[src/rtl/bcd_pkg.sv]
// Shared BCD digit type, limits and validity check for the N-digit BCD counter.
package bcd_pkg;

    typedef logic [3:0] bcd_digit_t;

    localparam bcd_digit_t BCD_MAX = 4'd9;
    localparam bcd_digit_t BCD_MIN = 4'd0;

    function automatic logic is_bcd(input bcd_digit_t d);
        return (d <= BCD_MAX);
    endfunction

endpackage

[src/rtl/bcd_digit.sv]
// One BCD digit register: loads (invalid digits become 0) or steps up/down with 9<->0 roll.
module bcd_digit
    import bcd_pkg::*;
(
    input  logic       clk,
    input  logic       reset,
    input  logic       step_en,
    input  logic       up,
    input  bcd_digit_t load_d,
    input  logic       load,
    output bcd_digit_t q,
    output logic       at_max,
    output logic       at_min
);

    bcd_digit_t r_q;

    always_ff @(posedge clk) begin
        if (reset) begin
            r_q <= BCD_MIN;
        end else if (load) begin
            r_q <= is_bcd(load_d) ? load_d : BCD_MIN;
        end else if (step_en) begin
            if (up) begin
                r_q <= (r_q == BCD_MAX) ? BCD_MIN : r_q + 4'd1;
            end else begin
                r_q <= (r_q == BCD_MIN) ? BCD_MAX : r_q - 4'd1;
            end
        end
    end

    assign q      = r_q;
    assign at_max = (r_q == BCD_MAX);
    assign at_min = (r_q == BCD_MIN);

endmodule

[src/rtl/bcd_counter_n.sv]
// N-digit BCD up/down counter with parallel load, wrap or saturate at the terminal count,
// and registered carry/borrow, saturation and load-error flags.
module bcd_counter_n
    import bcd_pkg::*;
#(
    parameter int unsigned NDIGITS = 4,
    parameter bit          WRAP    = 1'b1
) (
    input  logic                   clk,
    input  logic                   reset,
    input  logic                   en,
    input  logic                   up,
    input  logic                   load,
    input  logic [4*NDIGITS-1:0]   load_val,
    output logic [4*NDIGITS-1:0]   count,
    output logic                   carry,
    output logic                   sat,
    output logic                   load_err
);

    logic [NDIGITS-1:0] w_at_max, w_at_min, w_step_en;
    logic [NDIGITS-1:0] w_bad, w_ld9, w_ld0;
    // w_chain_*[i]: every digit below position i sits at its limit
    logic [NDIGITS:0]   w_chain_max, w_chain_min;
    logic               w_term, w_advance, w_hi_max, w_hi_min, w_reach;

    logic r_carry, r_sat, r_load_err;

    assign w_chain_max[0] = 1'b1;
    assign w_chain_min[0] = 1'b1;

    genvar gi;
    generate
        for (gi = 0; gi < NDIGITS; gi++) begin : g_digit
            assign w_chain_max[gi+1] = w_chain_max[gi] & w_at_max[gi];
            assign w_chain_min[gi+1] = w_chain_min[gi] & w_at_min[gi];
            assign w_step_en[gi]     = w_advance & (up ? w_chain_max[gi] : w_chain_min[gi]);

            assign w_bad[gi] = !is_bcd(load_val[4*gi +: 4]);
            assign w_ld9[gi] = (load_val[4*gi +: 4] == BCD_MAX);
            assign w_ld0[gi] = (load_val[4*gi +: 4] == BCD_MIN) | w_bad[gi];

            bcd_digit u_digit (
                .clk     (clk),
                .reset   (reset),
                .step_en (w_step_en[gi]),
                .up      (up),
                .load_d  (load_val[4*gi +: 4]),
                .load    (load),
                .q       (count[4*gi +: 4]),
                .at_max  (w_at_max[gi]),
                .at_min  (w_at_min[gi])
            );
        end
    endgenerate

    assign w_term    = up ? w_chain_max[NDIGITS] : w_chain_min[NDIGITS];
    assign w_advance = en & ~(~WRAP & w_term);

    // The terminal is reached next edge when digit 0 is one step short and all others are at the limit
    always_comb begin
        w_hi_max = 1'b1;
        w_hi_min = 1'b1;
        for (int unsigned i = 1; i < NDIGITS; i++) begin
            w_hi_max = w_hi_max & w_at_max[i];
            w_hi_min = w_hi_min & w_at_min[i];
        end
        w_reach = up ? ((count[3:0] == 4'd8) & w_hi_max)
                     : ((count[3:0] == 4'd1) & w_hi_min);
    end

    always_ff @(posedge clk) begin
        if (reset) begin
            r_carry    <= 1'b0;
            r_sat      <= 1'b0;
            r_load_err <= 1'b0;
        end else if (load) begin
            r_carry    <= 1'b0;
            r_load_err <= |w_bad;
            r_sat      <= ~WRAP & ((&w_ld9) | (&w_ld0));
        end else begin
            r_load_err <= 1'b0;
            r_carry    <= en & (WRAP ? w_term : w_reach);
            if (en) begin
                r_sat <= ~WRAP & (w_term | w_reach);
            end
        end
    end

    assign carry    = r_carry;
    assign sat      = r_sat;
    assign load_err = r_load_err;

endmodule

[config.mk]
export PLATFORM = sky130hd
export DESIGN_NAME = bcd_counter_n
export DESIGN_NICKNAME = d
export VERILOG_FILES = /design/src/rtl/bcd_pkg.sv /design/src/rtl/bcd_digit.sv /design/src/rtl/bcd_counter_n.sv
export SDC_FILE = /design/constraint.sdc
export NUM_CORES = 1
export LEC_CHECK = 0
export ABC_AREA = 1
export CORE_AREA = 3 3 84 46
export DETAILED_ROUTE_END_ITERATION = 8
export DIE_AREA = 0 0 87 49
export PLACE_DENSITY_LB_ADDON = 0.2
export SLEW_MARGIN = 10
export SYNTH_ARGS = -nofsm -noshare
export SYNTH_HDL_FRONTEND = slang
export SYNTH_SLANG_ARGS = --single-unit
[constraint.sdc]
create_clock -name clk -period 1.65 [get_ports clk]
set_input_delay 0.33 -clock clk [delete_from_list [all_inputs] [get_ports clk]]
set_output_delay 0.33 -clock clk [all_outputs]
set_load 0.03 [all_outputs]
==> metrics.log <==
[metrics] sequential area share after synthesis: 0.231
[metrics] area taken by multi-input logic gates: 0.00103 mm²
[metrics] CP delay by family, top: buffers and inverters
[metrics] Critical Path RT: 1.32 ns
[metrics] ratio of total power to cell area: 686 mW/mm²
[metrics] HPWL Detailed: 3520 µm
[metrics] Core Area: 0.00307 mm²
[metrics] GRT Residual Overflow: 0
[metrics] post-synthesis xor/xnor area fraction: 0
[metrics] buffering stage count on the worst path with inverters included: 1
[metrics] path category of the worst min-delay check: register to register
[metrics] Avg Cell Area, Syn: 5.46 µm²
[metrics] post-CTS repair timing setup buffer count: 0
[metrics] Routed WL per cell: 11.8 µm
[metrics] Leak Pwr: 1.10 nW
[metrics] critical path fanouts, max: 1
[metrics] crit path cell chain: clkdlybuf4s50_1
[metrics] post-synthesis sequential element count: 18
[metrics] clock transition at the registers of the reported paths: 0.08 ns
[metrics] total number of clock tree sinks: 18
[metrics] overall die width: 87 µm
[metrics] CTS tree: built
[metrics] number of antenna repair diodes: 0
[metrics] vias in the first global route: 1679
[metrics] Synthesis Warnings: 0
[metrics] vias after detailed routing: 1948
[metrics] nets in the synthesized netlist: 307
[metrics] setup repair after global routing missed its margin: false
[metrics] share of synthesized cell area in and, or, nand and nor gates: 0.488
[metrics] DR DRC count: 0
[metrics] crit path DAT: 1.29 ns
[metrics] standard-cell row count: 14
[metrics] dpl cells: 372
[metrics] Highest Clock Rate: 0.617 GHz
[metrics] root buffer selected by CTS: clkbuf_8
[metrics] Final Hold Vio Count: 0
[metrics] share of the synthesized area in compound gates (AO/OA/AOI/OAI): 0.169
[metrics] antenna violations before repair: 0
[metrics] final-stage net count: 358
[metrics] commonest cells after routing, fill and taps aside: nand2_1 (89), nor2_1 (39), inv_1 (28), nand3_1 (28), clkdlybuf4s50_1 (23)
[metrics] DRT iter0 DRCs: 108
[metrics] worst clock skew: 0.00485 ns
[metrics] wire length of the first global-routing pass: 7600 µm
[metrics] post-layout min period: 1.62 ns
[metrics] run status: completed
[metrics] number of buffers created by CTS: 3
[metrics] sequential cell area: 360 µm²
[metrics] Detailed Routing Iterations Pass 1: 4
[metrics] distinct cell type count after synthesis: 27
[metrics] share of final-layout standard cells stronger than drive strength 1: 0.116
[metrics] die area: 0.00426 mm²
[metrics] Worst-Skew Late Latency: 0.27 ns
[metrics] mux share of post-synthesis cell area: 0
[metrics] critical path type: register to output port
[metrics] share of async-settable or async-resettable flops after synthesis: 0
[metrics] most common cell after layout, fill and taps aside: nand2_1
[metrics] Post-CTS Resized: 12
[metrics] I/O Pins: 40
[metrics] I/O Buffers: 38
[metrics] arithmetic-cell share of the synthesized area counting full adders, half adders and majority gates: 0
[metrics] most common flop cell mapped by yosys: dfxtp_1
[metrics] total of hold buffers inserted after clock tree synthesis: 0
[metrics] Setup crit end kind: output port
[metrics] height of the die: 49 µm
[metrics] via density per instance: 5.18
[metrics] total power: 1.46 mW
[metrics] final-report max-slew violation count: 0
[metrics] main combinational cell family by area after synthesis: simple AND/OR/NAND/NOR gates
[metrics] synthesis-to-finish area growth: 36.0%
[metrics] Filler Cells Inserted: 296
[metrics] maximum vdd drop: 0.000511 V
[metrics] number of standard cells after synthesis: 286
[metrics] maximum buffer depth of the clock tree: 2
[metrics] post-synthesis instance area: 0.00156 mm²
[metrics] share of the cycle needed by the critical path after routing: 0.983
[metrics] count of final setup violators: 0
[metrics] Routed WL: 4440 µm
[metrics] H-tree level count: 1
[metrics] startpoint type of the worst setup path: register
[metrics] final RePlAce weighted congestion: 0.879
[metrics] Total GRT Usage: 0.220
[metrics] maximum number of pins on one net before global-route repair: 16
[metrics] post-route core utilization: 0.692
[metrics] delay contributed by the slowest stage of the critical path: 0.68 ns
[metrics] EDFF count, synth: 0
[metrics] remaining number of nets flagged by the antenna check after routing: 0
[metrics] Max-Cap Viols: 0
[metrics] initial cell density of the core: 0.509
[metrics] post-route non-filler standard cell count: 376
[metrics] slowest stage cell, crit path: clkdlybuf4s50_1
[per-layer routing]
metal | up-vias | wire length (µm) | track usage
met2 | 87 | 1890 | 0.330
met3 | 7 | 449 | 0.0523
met4 | 0 | 65 | 0.0648
met5 | - | 0 | 0
met1 | 827 | 2040 | 0.308
li1 | 1027 | - | -
[report_power, final]
| group | switching (mW) | leakage [nW] | internal [mW] | total, mW |
|---|---|---|---|---|
| Sequential | 0.0473 | 0.149 | 0.467 | 0.514 |
| Combinational | 0.331 | 0.923 | 0.225 | 0.556 |
| Clock | 0.172 | 0.0288 | 0.213 | 0.385 |
| Total | 0.550 | 1.10 | 0.906 | 1.46 |
[synthesized netlist by cell type, types with 2 or more instances]
| cell type | n | share of area |
|---|---|---|
| inv_1 | 29 | 0.070 |
| a21oi_1 | 17 | 0.055 |
| o21ai_1 | 2 | 0.0064 |
| a31oi_1 | 5 | 0.020 |
| nand2_2 | 5 | 0.020 |
| buf_4 | 2 | 0.0096 |
| nand4_1 | 5 | 0.020 |
| dfxtp_1 | 18 | 0.23 |
| nand2_1 | 89 | 0.21 |
| buf_1 | 2 | 0.0048 |
| nand3_1 | 28 | 0.090 |
| inv_2 | 3 | 0.0072 |
| nor2_2 | 5 | 0.020 |
| o21ai_0 | 21 | 0.067 |
| buf_2 | 5 | 0.016 |
| nor2_1 | 39 | 0.094 |
[area by class of cell]
cell class | count | area share
tap | 40 | 0.0236
sequential | 18 | 0.170
inverter | 32 | 0.0566
timing repair buffer | 56 | 0.239
clock buffer | 4 | 0.0259
multi-input combinational | 226 | 0.485
[kinds of logic after synthesis]
family,after synthesis
other cells,1
buf+inv,42
simple gates,176
flops,18
compound gates,49
[worst paths after layout]
kind / start / end / slack (ns) / depth (start not counted)
setup / recovery: load_err / load_err / 0.03 / 1
hold / removal: g_digit[2].u_digit.q[0] / g_digit[2].u_digit.q[0] / 0.53 / 2
setup reg to reg: g_digit[2].u_digit.q[3] / g_digit[3].u_digit.q[3] / 0.18 / 11
hold reg to reg: g_digit[2].u_digit.q[0] / g_digit[2].u_digit.q[0] / 0.53 / 2
[registers in the layout (all words and copies together), names as in the netlist]
signal and cells:
g_digit.u_digit.q 16, load_err 1, carry 1
[metrics by stage]
| step | hold slack, ns | setup TNS (ns) | worst slack, ns | area, µm² |
|---|---|---|---|---|
| global route | 0.561 | 0 | 0.00829 | 2120 |
| finish | 0.530 | 0 | 0.0282 | 2120 |
| floorplan | 0.490 | 0 | 0.168 | 1560 |
| CTS | 0.531 | 0 | 0.0165 | 2110 |
| global placement | 0.515 | -0.135 | -0.0244 | 2070 |
| detailed placement | 0.522 | -0.436 | -0.0717 | 2070 |
Power figures use the tool's default switching activity.
